[src/rtl/seq_detect_ctrl_if.sv]
// Bus bundle for seq_detect_ctrl: configuration, session control, serial stream and status.
// The master side drives config/control/stream; the slave side (the controller) returns status.
interface seq_detect_ctrl_if #(
  parameter int unsigned MAX_LEN = 8,
  parameter int unsigned CNT_W   = 8,
  parameter int unsigned TO_W    = 16
);
  logic               cfg_we;
  logic [MAX_LEN-1:0] cfg_pattern;
  logic [3:0]         cfg_len;
  logic [CNT_W-1:0]   cfg_target;
  logic [TO_W-1:0]    cfg_timeout;
  logic               start;
  logic               abort;
  logic               x_valid;
  logic               x;
  logic               match;
  logic [CNT_W-1:0]   match_cnt;
  logic               busy;
  logic               done;
  logic               timeout_flag;
  logic               cfg_err;

  modport master (
    output cfg_we, cfg_pattern, cfg_len, cfg_target, cfg_timeout,
    output start, abort, x_valid, x,
    input  match, match_cnt, busy, done, timeout_flag, cfg_err
  );

  modport slave (
    input  cfg_we, cfg_pattern, cfg_len, cfg_target, cfg_timeout,
    input  start, abort, x_valid, x,
    output match, match_cnt, busy, done, timeout_flag, cfg_err
  );
endinterface

[src/rtl/seq_detect_ctrl.sv]
// Programmable serial pattern detector with bounded sessions (target count, idle timeout, abort).
// Overlapping matches are counted; all status outputs are registered.
module seq_detect_ctrl #(
  parameter int unsigned MAX_LEN = 8,
  parameter int unsigned CNT_W   = 8,
  parameter int unsigned TO_W    = 16
) (
  input logic              clk,
  input logic              rst,
  seq_detect_ctrl_if.slave bus
);
  localparam int unsigned LEN_W = 4;
  localparam int unsigned BS_W  = $clog2(MAX_LEN + 1);

  typedef enum logic [1:0] {
    IDLE = 2'b00,
    RUN  = 2'b01,
    DONE = 2'b10,
    ILL  = 2'b11
  } state_t;

  state_t state_q, state_d;

  logic [MAX_LEN-1:0] pattern_q, pattern_d;
  logic [LEN_W-1:0]   len_q, len_d;
  logic [CNT_W-1:0]   target_q, target_d;
  logic [TO_W-1:0]    timeout_q, timeout_d;
  logic [MAX_LEN-1:0] hist_q, hist_d;
  logic [BS_W-1:0]    bits_q, bits_d;
  logic [CNT_W-1:0]   cnt_q, cnt_d;
  logic [TO_W-1:0]    idle_q, idle_d;
  logic               match_q, match_d;
  logic               busy_q, busy_d;
  logic               done_q, done_d;
  logic               tflag_q, tflag_d;
  logic               cerr_q, cerr_d;

  logic               cfg_open;
  logic               cfg_take;
  logic [LEN_W-1:0]   eff_len;
  logic               start_ok;
  logic               start_bad;
  logic [MAX_LEN-1:0] hist_n;
  logic [BS_W-1:0]    bits_n;
  logic [MAX_LEN-1:0] mask;
  logic               hit;
  logic [CNT_W-1:0]   cnt_inc;
  logic [TO_W-1:0]    idle_inc;
  logic               expire;
  logic               tgt_hit;

  // Start qualification: a same-cycle config write is seen by the start.
  always_comb begin
    cfg_open  = (state_q == IDLE) || (state_q == DONE);
    cfg_take  = cfg_open && bus.cfg_we;
    eff_len   = cfg_take ? bus.cfg_len : len_q;
    start_ok  = cfg_open && bus.start && (|eff_len) && (32'(eff_len) <= MAX_LEN);
    start_bad = cfg_open && bus.start && !start_ok;
  end

  // Stream evaluation: only the len newest history bits take part in the compare.
  always_comb begin
    hist_n = {hist_q[MAX_LEN-2:0], bus.x};
    bits_n = (32'(bits_q) >= MAX_LEN) ? bits_q : bits_q + BS_W'(1);
    for (int i = 0; i < MAX_LEN; i++) begin
      mask[i] = (32'(len_q) > 32'(i));
    end
    hit      = (state_q == RUN) && bus.x_valid &&
               (32'(bits_n) >= 32'(len_q)) &&
               ((hist_n & mask) == (pattern_q & mask));
    cnt_inc  = (&cnt_q) ? cnt_q : cnt_q + CNT_W'(1);
    idle_inc = idle_q + TO_W'(1);
    expire   = (state_q == RUN) && !hit && (|timeout_q) && (idle_inc >= timeout_q);
    tgt_hit  = hit && (|target_q) && (cnt_inc == target_q);
  end

  // State register.
  always_ff @(posedge clk or negedge rst) begin
    if (!rst) begin
      state_q <= IDLE;
    end else begin
      state_q <= state_d;
    end
  end

  // Next state: abort beats match/timeout; the encoding 2'b11 falls back to IDLE.
  always_comb begin
    state_d = state_q;
    case (state_q)
      IDLE, DONE: begin
        if (start_ok) state_d = RUN;
      end
      RUN: begin
        if (bus.abort)                state_d = IDLE;
        else if (tgt_hit || expire)   state_d = DONE;
      end
      default: state_d = IDLE;
    endcase
  end

  // Output and datapath next values.
  always_comb begin
    pattern_d = pattern_q;
    len_d     = len_q;
    target_d  = target_q;
    timeout_d = timeout_q;
    hist_d    = hist_q;
    bits_d    = bits_q;
    cnt_d     = cnt_q;
    idle_d    = idle_q;
    match_d   = 1'b0;
    tflag_d   = tflag_q;
    cerr_d    = cerr_q;
    busy_d    = (state_d == RUN);
    done_d    = (state_d == DONE);

    if (cfg_take) begin
      pattern_d = bus.cfg_pattern;
      len_d     = bus.cfg_len;
      target_d  = bus.cfg_target;
      timeout_d = bus.cfg_timeout;
    end

    if (start_ok) begin
      hist_d  = '0;
      bits_d  = '0;
      cnt_d   = '0;
      idle_d  = '0;
      tflag_d = 1'b0;
      cerr_d  = 1'b0;
    end else if (start_bad) begin
      cerr_d  = 1'b1;
    end

    // Session activity; x_valid gaps freeze history but not the idle counter.
    if ((state_q == RUN) && !bus.abort) begin
      if (bus.x_valid) begin
        hist_d = hist_n;
        bits_d = bits_n;
      end
      if (hit) begin
        match_d = 1'b1;
        cnt_d   = cnt_inc;
        idle_d  = '0;
      end else if (|timeout_q) begin
        idle_d = idle_inc;
        if (expire) tflag_d = 1'b1;
      end
    end
  end

  // Datapath and status registers.
  always_ff @(posedge clk or negedge rst) begin
    if (!rst) begin
      pattern_q <= '0;
      len_q     <= '0;
      target_q  <= '0;
      timeout_q <= '0;
      hist_q    <= '0;
      bits_q    <= '0;
      cnt_q     <= '0;
      idle_q    <= '0;
      match_q   <= 1'b0;
      busy_q    <= 1'b0;
      done_q    <= 1'b0;
      tflag_q   <= 1'b0;
      cerr_q    <= 1'b0;
    end else begin
      pattern_q <= pattern_d;
      len_q     <= len_d;
      target_q  <= target_d;
      timeout_q <= timeout_d;
      hist_q    <= hist_d;
      bits_q    <= bits_d;
      cnt_q     <= cnt_d;
      idle_q    <= idle_d;
      match_q   <= match_d;
      busy_q    <= busy_d;
      done_q    <= done_d;
      tflag_q   <= tflag_d;
      cerr_q    <= cerr_d;
    end
  end

  assign bus.match        = match_q;
  assign bus.match_cnt    = cnt_q;
  assign bus.busy         = busy_q;
  assign bus.done         = done_q;
  assign bus.timeout_flag = tflag_q;
  assign bus.cfg_err      = cerr_q;

endmodule

[src/flat_wrapper.sv]
// flat-port wrapper written by rule: the top's interface ports become plain ports
module seq_detect_ctrl_flat 
#(
  parameter int unsigned MAX_LEN = 8,
  parameter int unsigned CNT_W   = 8,
  parameter int unsigned TO_W    = 16
)
  (clk, rst, bus_cfg_we, bus_cfg_pattern, bus_cfg_len, bus_cfg_target, bus_cfg_timeout, bus_start, bus_abort, bus_x_valid, bus_x, bus_match, bus_match_cnt, bus_busy, bus_done, bus_timeout_flag, bus_cfg_err);
  seq_detect_ctrl_if #(.MAX_LEN(MAX_LEN), .CNT_W(CNT_W), .TO_W(TO_W)) bus_i ();
  input logic clk;
  input logic rst;
  input wire logic [$bits(bus_i.cfg_we)-1:0] bus_cfg_we;
  input wire logic [$bits(bus_i.cfg_pattern)-1:0] bus_cfg_pattern;
  input wire logic [$bits(bus_i.cfg_len)-1:0] bus_cfg_len;
  input wire logic [$bits(bus_i.cfg_target)-1:0] bus_cfg_target;
  input wire logic [$bits(bus_i.cfg_timeout)-1:0] bus_cfg_timeout;
  input wire logic [$bits(bus_i.start)-1:0] bus_start;
  input wire logic [$bits(bus_i.abort)-1:0] bus_abort;
  input wire logic [$bits(bus_i.x_valid)-1:0] bus_x_valid;
  input wire logic [$bits(bus_i.x)-1:0] bus_x;
  output wire logic [$bits(bus_i.match)-1:0] bus_match;
  output wire logic [$bits(bus_i.match_cnt)-1:0] bus_match_cnt;
  output wire logic [$bits(bus_i.busy)-1:0] bus_busy;
  output wire logic [$bits(bus_i.done)-1:0] bus_done;
  output wire logic [$bits(bus_i.timeout_flag)-1:0] bus_timeout_flag;
  output wire logic [$bits(bus_i.cfg_err)-1:0] bus_cfg_err;
  assign bus_i.cfg_we = bus_cfg_we;
  assign bus_i.cfg_pattern = bus_cfg_pattern;
  assign bus_i.cfg_len = bus_cfg_len;
  assign bus_i.cfg_target = bus_cfg_target;
  assign bus_i.cfg_timeout = bus_cfg_timeout;
  assign bus_i.start = bus_start;
  assign bus_i.abort = bus_abort;
  assign bus_i.x_valid = bus_x_valid;
  assign bus_i.x = bus_x;
  assign bus_match = bus_i.match;
  assign bus_match_cnt = bus_i.match_cnt;
  assign bus_busy = bus_i.busy;
  assign bus_done = bus_i.done;
  assign bus_timeout_flag = bus_i.timeout_flag;
  assign bus_cfg_err = bus_i.cfg_err;
  seq_detect_ctrl #(.MAX_LEN(MAX_LEN), .CNT_W(CNT_W), .TO_W(TO_W)) u_core (.clk(clk), .rst(rst), .bus(bus_i));
endmodule
[config.mk]
export PLATFORM = sky130hd
export DESIGN_NAME = seq_detect_ctrl_flat
export DESIGN_NICKNAME = d
export VERILOG_FILES = /design/src/rtl/seq_detect_ctrl_if.sv /design/src/rtl/seq_detect_ctrl.sv /design/src/flat_wrapper.sv
export SDC_FILE = /design/constraint.sdc
export NUM_CORES = 1
export LEC_CHECK = 0
export BUFFER_PORTS_ARGS = -buffer_cell sky130_fd_sc_hd__buf_2
export CORE_ASPECT_RATIO = 1.25
export CORE_MARGIN = 4
export CORE_UTILIZATION = 60
export DETAILED_ROUTE_END_ITERATION = 8
export PLACE_DENSITY_LB_ADDON = 0.1
export SLEW_MARGIN = 20
export SYNTH_ARGS = -nofsm -noshare
export SYNTH_HDL_FRONTEND = slang
export SYNTH_SLANG_ARGS = --single-unit
[constraint.sdc]
create_clock -name clk -period 8.8 [get_ports clk]
set_input_delay 0.44 -clock clk [delete_from_list [all_inputs] [get_ports clk]]
set_output_delay 0.44 -clock clk [all_outputs]
set_load 0.02 [all_outputs]
[Word-level counts from Yosys, hierarchy flattened]
Index checks and enable logic that the tools add are counted.
Word-level totals
  register bits after elaboration: 79
  input bits: 43
  output and inout bits: 13
  word-level logic and storage cells: 92
Cells by class
  add/subtract/negate cells: 3
  $lt $le $gt $ge: 12
  eq/ne operators: 6
  multiplexer cells: 29
  bitwise logic cells: 2
  reduce and logical (&&, ||, !) cells: 26
Operator list (count)
  $mux W16: 4
  $mux W8: 7
  $mux W4: 5
  $add A16 B1 Y16 const B: 1
  $and A8 B8 Y8: 2
  $eq A8 B8 Y1: 2
  $ge A16 B16 Y1: 1
  $gt A4 B3 Y1 const B: 4
  $reduce_or A16 Y1: 1
  $logic_and A1 B1 Y1: 14
  $mux W1: 9
  $add A8 B1 Y8 const B: 1
  $gt A4 B1 Y1 const B: 2
  $gt A4 B2 Y1 const B: 2
  $reduce_and A8 Y1: 1
  $reduce_or A8 Y1: 1
  $mux W2: 3
  $add A4 B1 Y4 const B: 1
  $eq A2 B1 Y1 const B: 2
  $eq A2 B2 Y1 const B: 2
  $ge A4 B4 Y1: 1
  $ge A4 B4 Y1 const B: 1
  $le A4 B4 Y1 const B: 1
  $pmux W2 S2: 1
  6 further kinds: 9

[Longest topological paths before layout]
Gate-level depths: netlist (run 1).
  depth after elaboration: 14
  depth in mapped cells: 12
  mapped depth without buffers: 12

[Worst setup path after synthesis (run 1)]
Ideal clock, no wire load.
  kind: flip-flop to flip-flop
  start: register u_core.idle_q[0]
  end: register u_core.busy_q, in the netlist u_core.bus.busy
  library setup time: 120 ps
  arrival: 2788 ps
  data required time: 8680 ps
  path slack: 5892 ps
  stages on the path, launching flop included: 12
  path buffers: 0
  clock period less this slack: 2908 ps
  cells stage by stage: dfrtp_1 ha_1 nand2_1 nor3_1 nor3b_1 nand3_1 xnor2_1 ha_1 nand4_1 o31ai_1 nand3_1 a31o_2
Between the ends
  cells in the longest elaborated chain, start to end: 8
RTL lines
  start: declaration: line seq_detect_ctrl.sv:31  | logic [TO_W-1:0] idle_q, idle_d;
  start signal: assignment: line seq_detect_ctrl.sv:176  | idle_q <= idle_d;
  $add A16 B1 Y16: line seq_detect_ctrl.sv:72  | idle_inc = idle_q + TO_W'(1);
  $ge A16 B16 Y1: line seq_detect_ctrl.sv:73  | expire = (state_q == RUN) && !hit && (|timeout_q) && (idle_inc >= timeout_q);
  $logic_and A1 B1 Y1: line seq_detect_ctrl.sv:73
  $logic_or A1 B1 Y1: line seq_detect_ctrl.sv:95  | else if (tgt_hit || expire) state_d = DONE;
  $mux W2: line seq_detect_ctrl.sv:95
  $mux W2: line seq_detect_ctrl.sv:94  | if (bus.abort) state_d = IDLE;
  $pmux W2 S2: line seq_detect_ctrl.sv:89  | case (state_q)
  $eq A2 B1 Y1: line seq_detect_ctrl.sv:114  | busy_d = (state_d == RUN);
  via u_core.busy_d: line seq_detect_ctrl.sv:33  | logic busy_q, busy_d;
  end signal: assignment: line seq_detect_ctrl.sv:178  | busy_q <= busy_d;
  end: declaration: line seq_detect_ctrl.sv:33
The timed path passes the listed nets, and every way through them passes these cells.
A chain may end at the register's enable or synchronous reset.

[Worst setup path after layout (run 1)]
  start: register u_core.idle_q[0]
  end: register u_core.state_q[0]
Between the ends
  cells in the longest elaborated chain, start to end: 7
RTL lines
  $add A16 B1 Y16: line seq_detect_ctrl.sv:72
  $ge A16 B16 Y1: line seq_detect_ctrl.sv:73
  $logic_and A1 B1 Y1: line seq_detect_ctrl.sv:73
  $logic_or A1 B1 Y1: line seq_detect_ctrl.sv:95
  $mux W2: line seq_detect_ctrl.sv:95
  $mux W2: line seq_detect_ctrl.sv:94
  $pmux W2 S2: line seq_detect_ctrl.sv:89
  via u_core.state_d[0]: line seq_detect_ctrl.sv:22  | state_t state_q, state_d;
  end signal: assignment: line seq_detect_ctrl.sv:82  | state_q <= state_d;
  end: declaration: line seq_detect_ctrl.sv:22
The timed path passes the listed nets, and every way through them passes these cells.

==> results.sh, run 1 <==
export IMPL_rows=35
export IMPL_synth_flop_cell="dfrtp_1"
export IMPL_cts_sinks=78
export IMPL_antennaDiodeCount=0
export IMPL_cts_root_buf="clkbuf_8"
export IMPL_tightest_slew_ps=972
export IMPL_finalWirelength_um=10200
export IMPL_die_y_um=105
export IMPL_status="completed"
export IMPL_power_mw=1.22
export IMPL_setup_violations=0
export IMPL_netlist_area_mm2=0.00453
export IMPL_portBuffers=55
export IMPL_fin_hold_ws_ps=249
export IMPL_post_route_util_pct=69.0
export IMPL_core_mm2=0.00736
export IMPL_htreeDepth=3
export IMPL_critPathRequiredTime_ps=9050
export IMPL_synth_cell_types=56
export IMPL_synth_top_cell_area_share_pct=43.1
export IMPL_via_per_inst=6.06
export IMPL_final_area_mm2=0.00508
export IMPL_yosysWarningCount=0
export IMPL_grt_usage_pct=23.8
export IMPL_synth_area_leaders="dfrtp_1 (43%), ha_1 (6.6%), mux2_2 (4.7%), o21ai_0 (4.6%), nand2_1 (4.1%)"
export IMPL_swShare_pct=39.2
export IMPL_syn_nets=532
export IMPL_ir_worst_vdd_uv=120
export IMPL_p_per_area_mw_per_mm2=240
export IMPL_vias=3715
export IMPL_postCtsResizedCells=0
export IMPL_synth_edf_count=0
export IMPL_fp_dieArea_mm2=0.00902
export IMPL_arrival_ps=3810
export IMPL_drc=0
export IMPL_end_kind="register"
export IMPL_seqPwrFrac_pct=44.3
export IMPL_yosys_top_cells_count="dfrtp_1 (78), nand2_1 (49), o21ai_0 (42), inv_1 (28), ha_1 (24)"
export IMPL_synth_largest_area_cell="dfrtp_1"
export IMPL_dr_pass1_iters=4
export IMPL_ant_nets=0
export IMPL_finClkSkew_ps=12.3
export IMPL_clk_pin_slew_worst_paths_ps=90
export IMPL_layout_cells_non_filler=613
export IMPL_rsz0062_at_grt="no"
export IMPL_dpl_hpwl_um=7390
export IMPL_clockPowerShare_pct=20.7
export IMPL_drt_iter0_drc=167
export IMPL_hold_path_class="in2async"
export IMPL_antenna_found_initial=0
export IMPL_post_route_period_util_pct=40.5
export IMPL_drive_gt1_share_pct=20.2
export IMPL_dpl_cell_area_mm2=0.00487
export IMPL_netSwitchingPower_mw=0.478
export IMPL_ys_async_sr_fraction_pct=100
export IMPL_grt_ovfl_total=0
export IMPL_fp_dieW_um=85.7
export IMPL_crit_type="reg2reg"
export IMPL_dp_cells=596
export IMPL_timing_slew_headroom_pct=35.2
export IMPL_ys_seq_elements=78
export IMPL_period_needed_ps=3560
export IMPL_comb_power_share_pct=35.0
export IMPL_grt_pass1_wl_um=17200
export IMPL_p_int_mw=0.740
export IMPL_start_util_pct=61.6
export IMPL_insertion_delay_ps=360
export IMPL_yosysMostFrequentCell="dfrtp_1"
export IMPL_postCtsSetupBuffers=0
export IMPL_final_max_slew_viol_count=0
export IMPL_ctsHoldBuffers=0
export IMPL_clock_path_buffers=2
export IMPL_fin_setup_tns_ps=0
export IMPL_area_growth_pct=12.0
export IMPL_seq_area_frac_synth_pct=43.1
export IMPL_syn_area_per_cell_um2=9.75
export IMPL_grt_pass1_vias=3707
export IMPL_gp_congestion=0.892
export IMPL_hold_violations=0
export IMPL_max_freq_mhz=281
export IMPL_numCtsBuffers=9
export IMPL_ios=56
export IMPL_pre_cts_ws_ps=5210
export IMPL_cts_tree="built"
export IMPL_fillers=602
export IMPL_power_leakage_nw=2.35
export IMPL_post_synth_inst_count=465
export IMPL_grt_max_degree=79
export IMPL_cap_violations=0
export IMPL_fin_nets=583
export IMPL_worst_slack_ps=5240
export IMPL_startpoint_type="register"
export IMPL_routedWlPerCell_um=16.7
export IMPL_worstPathMaxFanout=5
[area by class of cell]
type | instances | area (um^2) | share of cell area, %
Sequential cell | 78 | 1950 | 38.5
Tap cell | 92 | 115 | 2.27
Multi-Input combinational cell | 342 | 2410 | 47.5
Timing Repair Buffer | 57 | 313 | 6.16
Clock inverter | 7 | 55.1 | 1.08
Clock buffer | 9 | 124 | 2.44
Inverter | 28 | 105 | 2.07
[layout by cell type (no fill, tap or decap), drive strengths merged, types with 11 or more instances in the layout]
cell type,synthesis,final
inv,28,31
xor2,16,16
nor2,16,16
ha,24,24
dfrtp,78,78
xnor2,12,12
a21oi,21,21
o21ai,42,42
nand3,17,17
buf,5,57
nand2,49,49
nor3,11,11
mux2,20,20
[path summary, 6_finish.rpt]
check / depth (start not counted) / startpoint / slack [ps] / endpoint
setup / recovery: 11 / u_core.idle_q[0] / 5240 / u_core.state_q[0]
hold / removal: 1 / rst / 250 / u_core.bus.match_cnt[4]
min in group clk: 3 / bus_cfg_target[1] / 280 / u_core.target_q[1]
setup reg to reg: 11 / u_core.idle_q[0] / 5240 / u_core.state_q[0]
hold reg to reg: 1 / u_core.pattern_q[2] / 540 / u_core.pattern_q[2]
max in group asynchronous: 1 / rst / 7940 / u_core.idle_q[4]
[power groups by stage]
stage	combinational [mW]	clock, mW	sequential [mW]
6_report	0.426	0.253	0.540
5_1_grt	0.485	0.272	0.553
4_1_cts	0.422	0.255	0.538
3_5_place_dp	0.420	0	0.544
3_3_place_gp	0.403	0	0.541
2_1_floorplan	0.321	0	0.521
[metal layers]
layer | vias up | global-route usage [%] | wire [um]
met2 | 98 | 38.6 | 5070
met5 | - | 0 | 0
met3 | 30 | 3.31 | 464
met1 | 1794 | 30.2 | 4340
met4 | 0 | 13.3 | 372
li1 | 1793 | - | -
[state kept, by name, indices dropped and copies added (netlist names)]
register                 count
u_core.bus.busy              1
u_core.bus.timeout_flag      1
u_core.pattern_q             8
u_core.bus.done              1
u_core.timeout_q            16
u_core.state_q               2
u_core.idle_q               16
u_core.bus.match             1
u_core.target_q              8
u_core.bus.match_cnt         8
u_core.bits_q                4
u_core.hist_q                7
u_core.len_q                 4
u_core.bus.cfg_err           1
[critical path, cell delays in order (launching register included)]
cell and delay (ps):
dfrtp_1 450, ha_1 280, nand2_1 120, nor3_1 430, nor3b_1 570, nand3_1 200
xnor2_1 170, ha_1 300, nand4_1 70, o31ai_1 440, nand3_1 160, a31o_2 260
[logic make-up (layout without fill, tap and decap cells)]
family | after synthesis | in the layout | share of synthesized area, %
simple gates | 140 | 140 | 16.4
compound gates | 125 | 125 | 18.1
flops | 78 | 78 | 43.1
buf+inv | 45 | 101 | 3.87
xor+xnor | 29 | 29 | 5.94
fa+ha+maj | 24 | 24 | 6.63
mux | 24 | 24 | 5.94
Power figures use the tool's default switching activity.
==> run 2, diff against run 1 <==
CORE_UTILIZATION = 58   (was 60)
clock period = 3.68 ns   (was 8.8 ns; I/O delays follow)
==> results.sh, run 2 (same netlist as run 1, synthesis figures left out) <==
export IMPL_cts_root_buf="clkbuf_8"
export IMPL_area_growth_pct=12.8
export IMPL_final_max_slew_viol_count=0
export IMPL_hold_violations=9
export IMPL_antennaDiodeCount=0
export IMPL_end_kind="register"
export IMPL_rsz0062_at_grt="no"
export IMPL_ios=56
export IMPL_drive_gt1_share_pct=20.3
export IMPL_status="complete, but fails checks"
export IMPL_drt_iter0_drc=177
export IMPL_ant_nets=0
export IMPL_finalWirelength_um=10000
export IMPL_fp_dieArea_mm2=0.00930
export IMPL_hold_path_class="in2async"
export IMPL_die_y_um=107
export IMPL_reg_top3="u_core.idle_q (16), u_core.timeout_q (16)"
export IMPL_gp_congestion=0.892
export IMPL_reg2reg_from="u_core.idle_q[0]"
export IMPL_crit_type="reg2reg"
export IMPL_r2r_cells=12
export IMPL_startpoint="u_core.idle_q[0]"
export IMPL_drc=0
export IMPL_grt_pass1_vias=3697
export IMPL_clock_path_buffers=2
export IMPL_worstPathMaxFanout=5
export IMPL_postCtsResizedCells=0
export IMPL_tightest_slew_ps=966
export IMPL_portBuffers=55
export IMPL_via_per_inst=5.95
export IMPL_period_needed_ps=3230
export IMPL_htreeDepth=3
export IMPL_core_mm2=0.00749
export IMPL_worst_slack_ps=447
export IMPL_grt_ovfl_total=0
export IMPL_postCtsSetupBuffers=0
export IMPL_clk_pin_slew_worst_paths_ps=80
export IMPL_violations="negative hold slack"
export IMPL_grt_max_degree=79
export IMPL_vias=3655
export IMPL_gr_max_usage_layer="met2"
export IMPL_routedWlPerCell_um=16.3
export IMPL_fin_setup_tns_ps=0
export IMPL_insertion_delay_ps=350
export IMPL_final_cell_mix="dfrtp_1 (78), buf_2 (54), nand2_1 (49)"
export IMPL_gr_usage_met3_pct=3.69
export IMPL_arrival_ps=3470
export IMPL_setup_violations=0
export IMPL_timing_slew_headroom_pct=35.6
export IMPL_dr_pass1_iters=5
export IMPL_fp_dieW_um=87.1
export IMPL_finClkSkew_ps=9.67
export IMPL_globalRouteMet1Util_pct=31.0
export IMPL_pre_cts_ws_ps=538
export IMPL_antenna_found_initial=0
export IMPL_mostFrequentLayoutCell="dfrtp_1"
export IMPL_dpl_hpwl_um=7290
export IMPL_start_util_pct=60.5
export IMPL_grtUsageMet2_pct=38.6
export IMPL_grt_usage_pct=23.5
export IMPL_max_freq_mhz=309
export IMPL_ir_worst_vdd_uv=408
export IMPL_fin_nets=585
export IMPL_startpoint_type="register"
export IMPL_grt_pass1_wl_um=17300
export IMPL_power_leakage_nw=2.37
export IMPL_cap_violations=0
export IMPL_p_per_area_mw_per_mm2=594
export IMPL_cts_tree="built"
export IMPL_fin_hold_ws_ps=-22.9
export IMPL_post_route_util_pct=68.3
export IMPL_rows=35
export IMPL_critPathRequiredTime_ps=3920
export IMPL_ctsHoldBuffers=0
export IMPL_numCtsBuffers=9
export IMPL_post_route_period_util_pct=87.9
export IMPL_cts_sinks=78
-- run 2: cell types whose count changed in the layout (fill, tap and decap cells not counted), sizes merged --
cell      change
clkinvlp      +1
buf           +2
inv           -3
clkinv        -2
clkbuf        +1
bufinv        +2
-- run 2: metrics by stage --
| stage | power, mW | cells | cell area [um^2] | hold WS, ps |
|---|---|---|---|---|
| floorplan | 2.01 | 465 | 4530 | -112 |
| detailed placement | 2.33 | 599 | 4890 | 392 |
| global route | 3.27 | 614 | 5110 | 22.9 |
| global placement | 2.29 | 599 | 4890 | 387 |
| finish | 3.04 | 614 | 5110 | -22.9 |
| CTS | 3.06 | 614 | 5110 | 18.2 |
-- run 2: per-layer routing --
| layer | vias up | wire [um] | share of wire, % |
|---|---|---|---|
| met5 | - | 0 | 0 |
| met4 | 0 | 208 | 2.1 |
| met3 | 17 | 389 | 3.9 |
| met2 | 75 | 5090 | 51 |
| met1 | 1766 | 4320 | 43 |
| li1 | 1797 | - | - |
-- run 2: power breakdown --
group / internal, mW / switching (mW) / total, mW
clock: 0.398 / 0.326 / 0.724
combinational: 0.445 / 0.585 / 1.03
sequential: 1.07 / 0.208 / 1.28
total: 1.92 / 1.12 / 3.04
-- run 2: critical path, cell delays in order (launching register included) --
cell and delay [ps]:
dfrtp_1 420, ha_1 280, nand2_1 110, nor3_1 470, nor3b_1 240, buf_4 160
nand3_1 120, xnor2_1 180, ha_1 300, nand4_1 90, o31ai_1 330, nand3_1 160
a31o_2 260
-- run 2: worst paths after layout --
| path | end | slack (ps) |
|---|---|---|
| min in group clk | u_core.target_q[1] | 40 |
| max in group asynchronous | u_core.timeout_q[7] | 3080 |
| max reg2reg | u_core.state_q[0] | 450 |
| min | u_core.bus.match_cnt[1] | -20 |
| max | u_core.state_q[0] | 450 |
| min reg2reg | u_core.bus.cfg_err | 520 |
-- run 2: area by class of cell --
type	count	area [um^2]
timing repair buffer	59	308
sequential	78	1950
multi-input combinational	342	2410
clock inverter	5	83.8
tap	92	115
clock buffer	10	138
fill	612	2370
inverter	28	105
==> run 3, diff against run 2 <==
CORE_ASPECT_RATIO = 1.4   (was 1.25)
==> results.sh, run 3 (same netlist as run 1, synthesis figures left out) <==
export IMPL_mostFrequentLayoutCell="dfrtp_1"
export IMPL_insertion_delay_ps=350
export IMPL_period_needed_ps=3160
export IMPL_p_per_area_mw_per_mm2=586
export IMPL_arrival_ps=3400
export IMPL_worst_path_dominant_cell_family="compound AO/OA/AOI/OAI gates"
export IMPL_met3WireLength_um=399
export IMPL_cts_sinks=78
export IMPL_antenna_found_initial=0
export IMPL_reg2reg_to="u_core.bus.busy"
export IMPL_fin_nets=586
export IMPL_fin_setup_tns_ps=0
export IMPL_rows=37
export IMPL_via_per_inst=5.97
export IMPL_reg_top3="u_core.idle_q (16), u_core.timeout_q (16)"
export IMPL_rsz0062_at_grt="no"
export IMPL_post_route_period_util_pct=85.8
export IMPL_ctsHoldBuffers=0
export IMPL_ir_worst_vdd_uv=309
export IMPL_routed_wl_met2_um=5350
export IMPL_final_cell_mix="dfrtp_1 (78), buf_2 (54), nand2_1 (49)"
export IMPL_ant_nets=0
export IMPL_clk_pin_slew_worst_paths_ps=80
export IMPL_die_y_um=113
export IMPL_crit_chain="ha_1 -> nand2_1 -> nor3_1 -> nand3_1 -> xnor2_1 -> ha_1 -> nand2_1 -> o21ai_0 -> a211oi_1 -> o31ai_1 -> nand3_1 -> a31o_2"
export IMPL_max_freq_mhz=317
export IMPL_start_util_pct=60.4
export IMPL_postCtsResizedCells=0
export IMPL_core_mm2=0.00750
export IMPL_vias=3708
export IMPL_worstPathMaxFanout=5
export IMPL_final_max_slew_viol_count=0
export IMPL_postCtsSetupBuffers=0
export IMPL_timing_slew_headroom_pct=36.0
export IMPL_violations="negative hold slack"
export IMPL_finClkSkew_ps=8.95
export IMPL_reg2reg_from="u_core.idle_q[0]"
export IMPL_hold_violations=25
export IMPL_regToRegSetupSlack_ps=520
export IMPL_drt_iter0_drc=218
export IMPL_dpl_hpwl_um=7590
export IMPL_grt_pass1_wl_um=17300
export IMPL_cp_depth=12
export IMPL_antennaDiodeCount=0
export IMPL_grt_ovfl_total=0
export IMPL_fillers=618
export IMPL_layout_cells_non_filler=621
export IMPL_worst_path_max_delay_cell="nor3_1"
export IMPL_area_growth_pct=12.7
export IMPL_fp_dieArea_mm2=0.00931
export IMPL_highest_signal_layer="met4"
export IMPL_met1_length_um=4260
export IMPL_cap_violations=0
export IMPL_grt_pass1_vias=3681
export IMPL_gp_congestion=0.873
export IMPL_startpoint_type="register"
export IMPL_setup_violations=0
export IMPL_clock_path_buffers=2
export IMPL_status="complete, but fails checks"
export IMPL_critPathRequiredTime_ps=3920
export IMPL_r2r_cells=12
export IMPL_slowest_delay_ps=430
export IMPL_finalWirelength_um=10300
export IMPL_crit_type="reg2reg"
export IMPL_cts_root_buf="clkbuf_8"
export IMPL_drive_gt1_share_pct=20.2
export IMPL_routedWlPerCell_um=16.6
export IMPL_drc=0
export IMPL_power_leakage_nw=2.37
export IMPL_hold_path_class="in2async"
export IMPL_grt_max_degree=79
export IMPL_tightest_slew_ps=960
export IMPL_dp_cells=605
export IMPL_grt_usage_pct=24.1
export IMPL_numCtsBuffers=9
export IMPL_ios=56
export IMPL_portBuffers=55
export IMPL_critPathBufInv=0
export IMPL_dr_pass1_iters=4
export IMPL_cts_tree="built"
export IMPL_fin_hold_ws_ps=-33.0
export IMPL_htreeDepth=3
export IMPL_end_kind="register"
export IMPL_fp_dieW_um=82.7
run 3: how the worst max path moves through the flow:
stage	start	endpoint	slack, ps
after detailed placement	u_core.idle_q[0]	u_core.bus.busy	530
final	u_core.idle_q[0]	u_core.bus.busy	520
after global routing	u_core.idle_q[0]	u_core.state_q[0]	270
after floorplan	u_core.idle_q[0]	u_core.bus.busy	770
after CTS	u_core.idle_q[0]	u_core.bus.busy	510
after global placement	u_core.idle_q[0]	u_core.state_q[0]	670
run 3: cell type report:
cell class	count	area [um^2]	share of cell area [%]
Sequential cell	78	1950	38.2
Clock inverter	3	42.5	0.833
Inverter	28	105	2.06
Multi-Input combinational cell	342	2410	47.2
Tap cell	97	121	2.38
Clock buffer	13	159	3.11
Timing Repair Buffer	60	315	6.17
run 3: worst register-to-register path: cells and delay by family, from the launching register on:
family / cells / cell delay, ps
AO/OA/AOI/OAI: 4 / 970
XOR/XNOR: 1 / 170
adder cells (fa/ha/maj): 2 / 570
flip-flops: 1 / 420
AND/OR/NAND/NOR: 5 / 920
run 3: per-stage QoR:
| step | cell area [um^2] | power (mW) | setup WS [ps] | hold WS, ps | utilization, % |
|---|---|---|---|---|---|
| after floorplan | 4530 | 2.01 | 772 | -112 | - |
| after global placement | 4910 | 2.30 | 669 | 387 | 65.4 |
| after detailed placement | 4910 | 2.34 | 528 | 395 | 65.4 |
| after CTS | 5110 | 3.01 | 509 | 4.43 | 68.1 |
| after global routing | 5110 | 3.22 | 266 | 44.4 | 68.1 |
| final | 5110 | 2.99 | 521 | -33.0 | 68.1 |
run 3: where the power goes:
group / switching (mW) / internal, mW / total [mW] / leakage (nW)
clock: 0.313 / 0.350 / 0.664 / 0.0996
combinational: 0.595 / 0.446 / 1.04 / 1.26
sequential: 0.214 / 1.07 / 1.29 / 1.01
run 3: layer usage:
metal,GRT usage [%],vias to the layer above
li1,-,1798
met1,29.9,1808
met2,40.5,81
met3,3.45,21
met4,11.2,0
met5,0,-
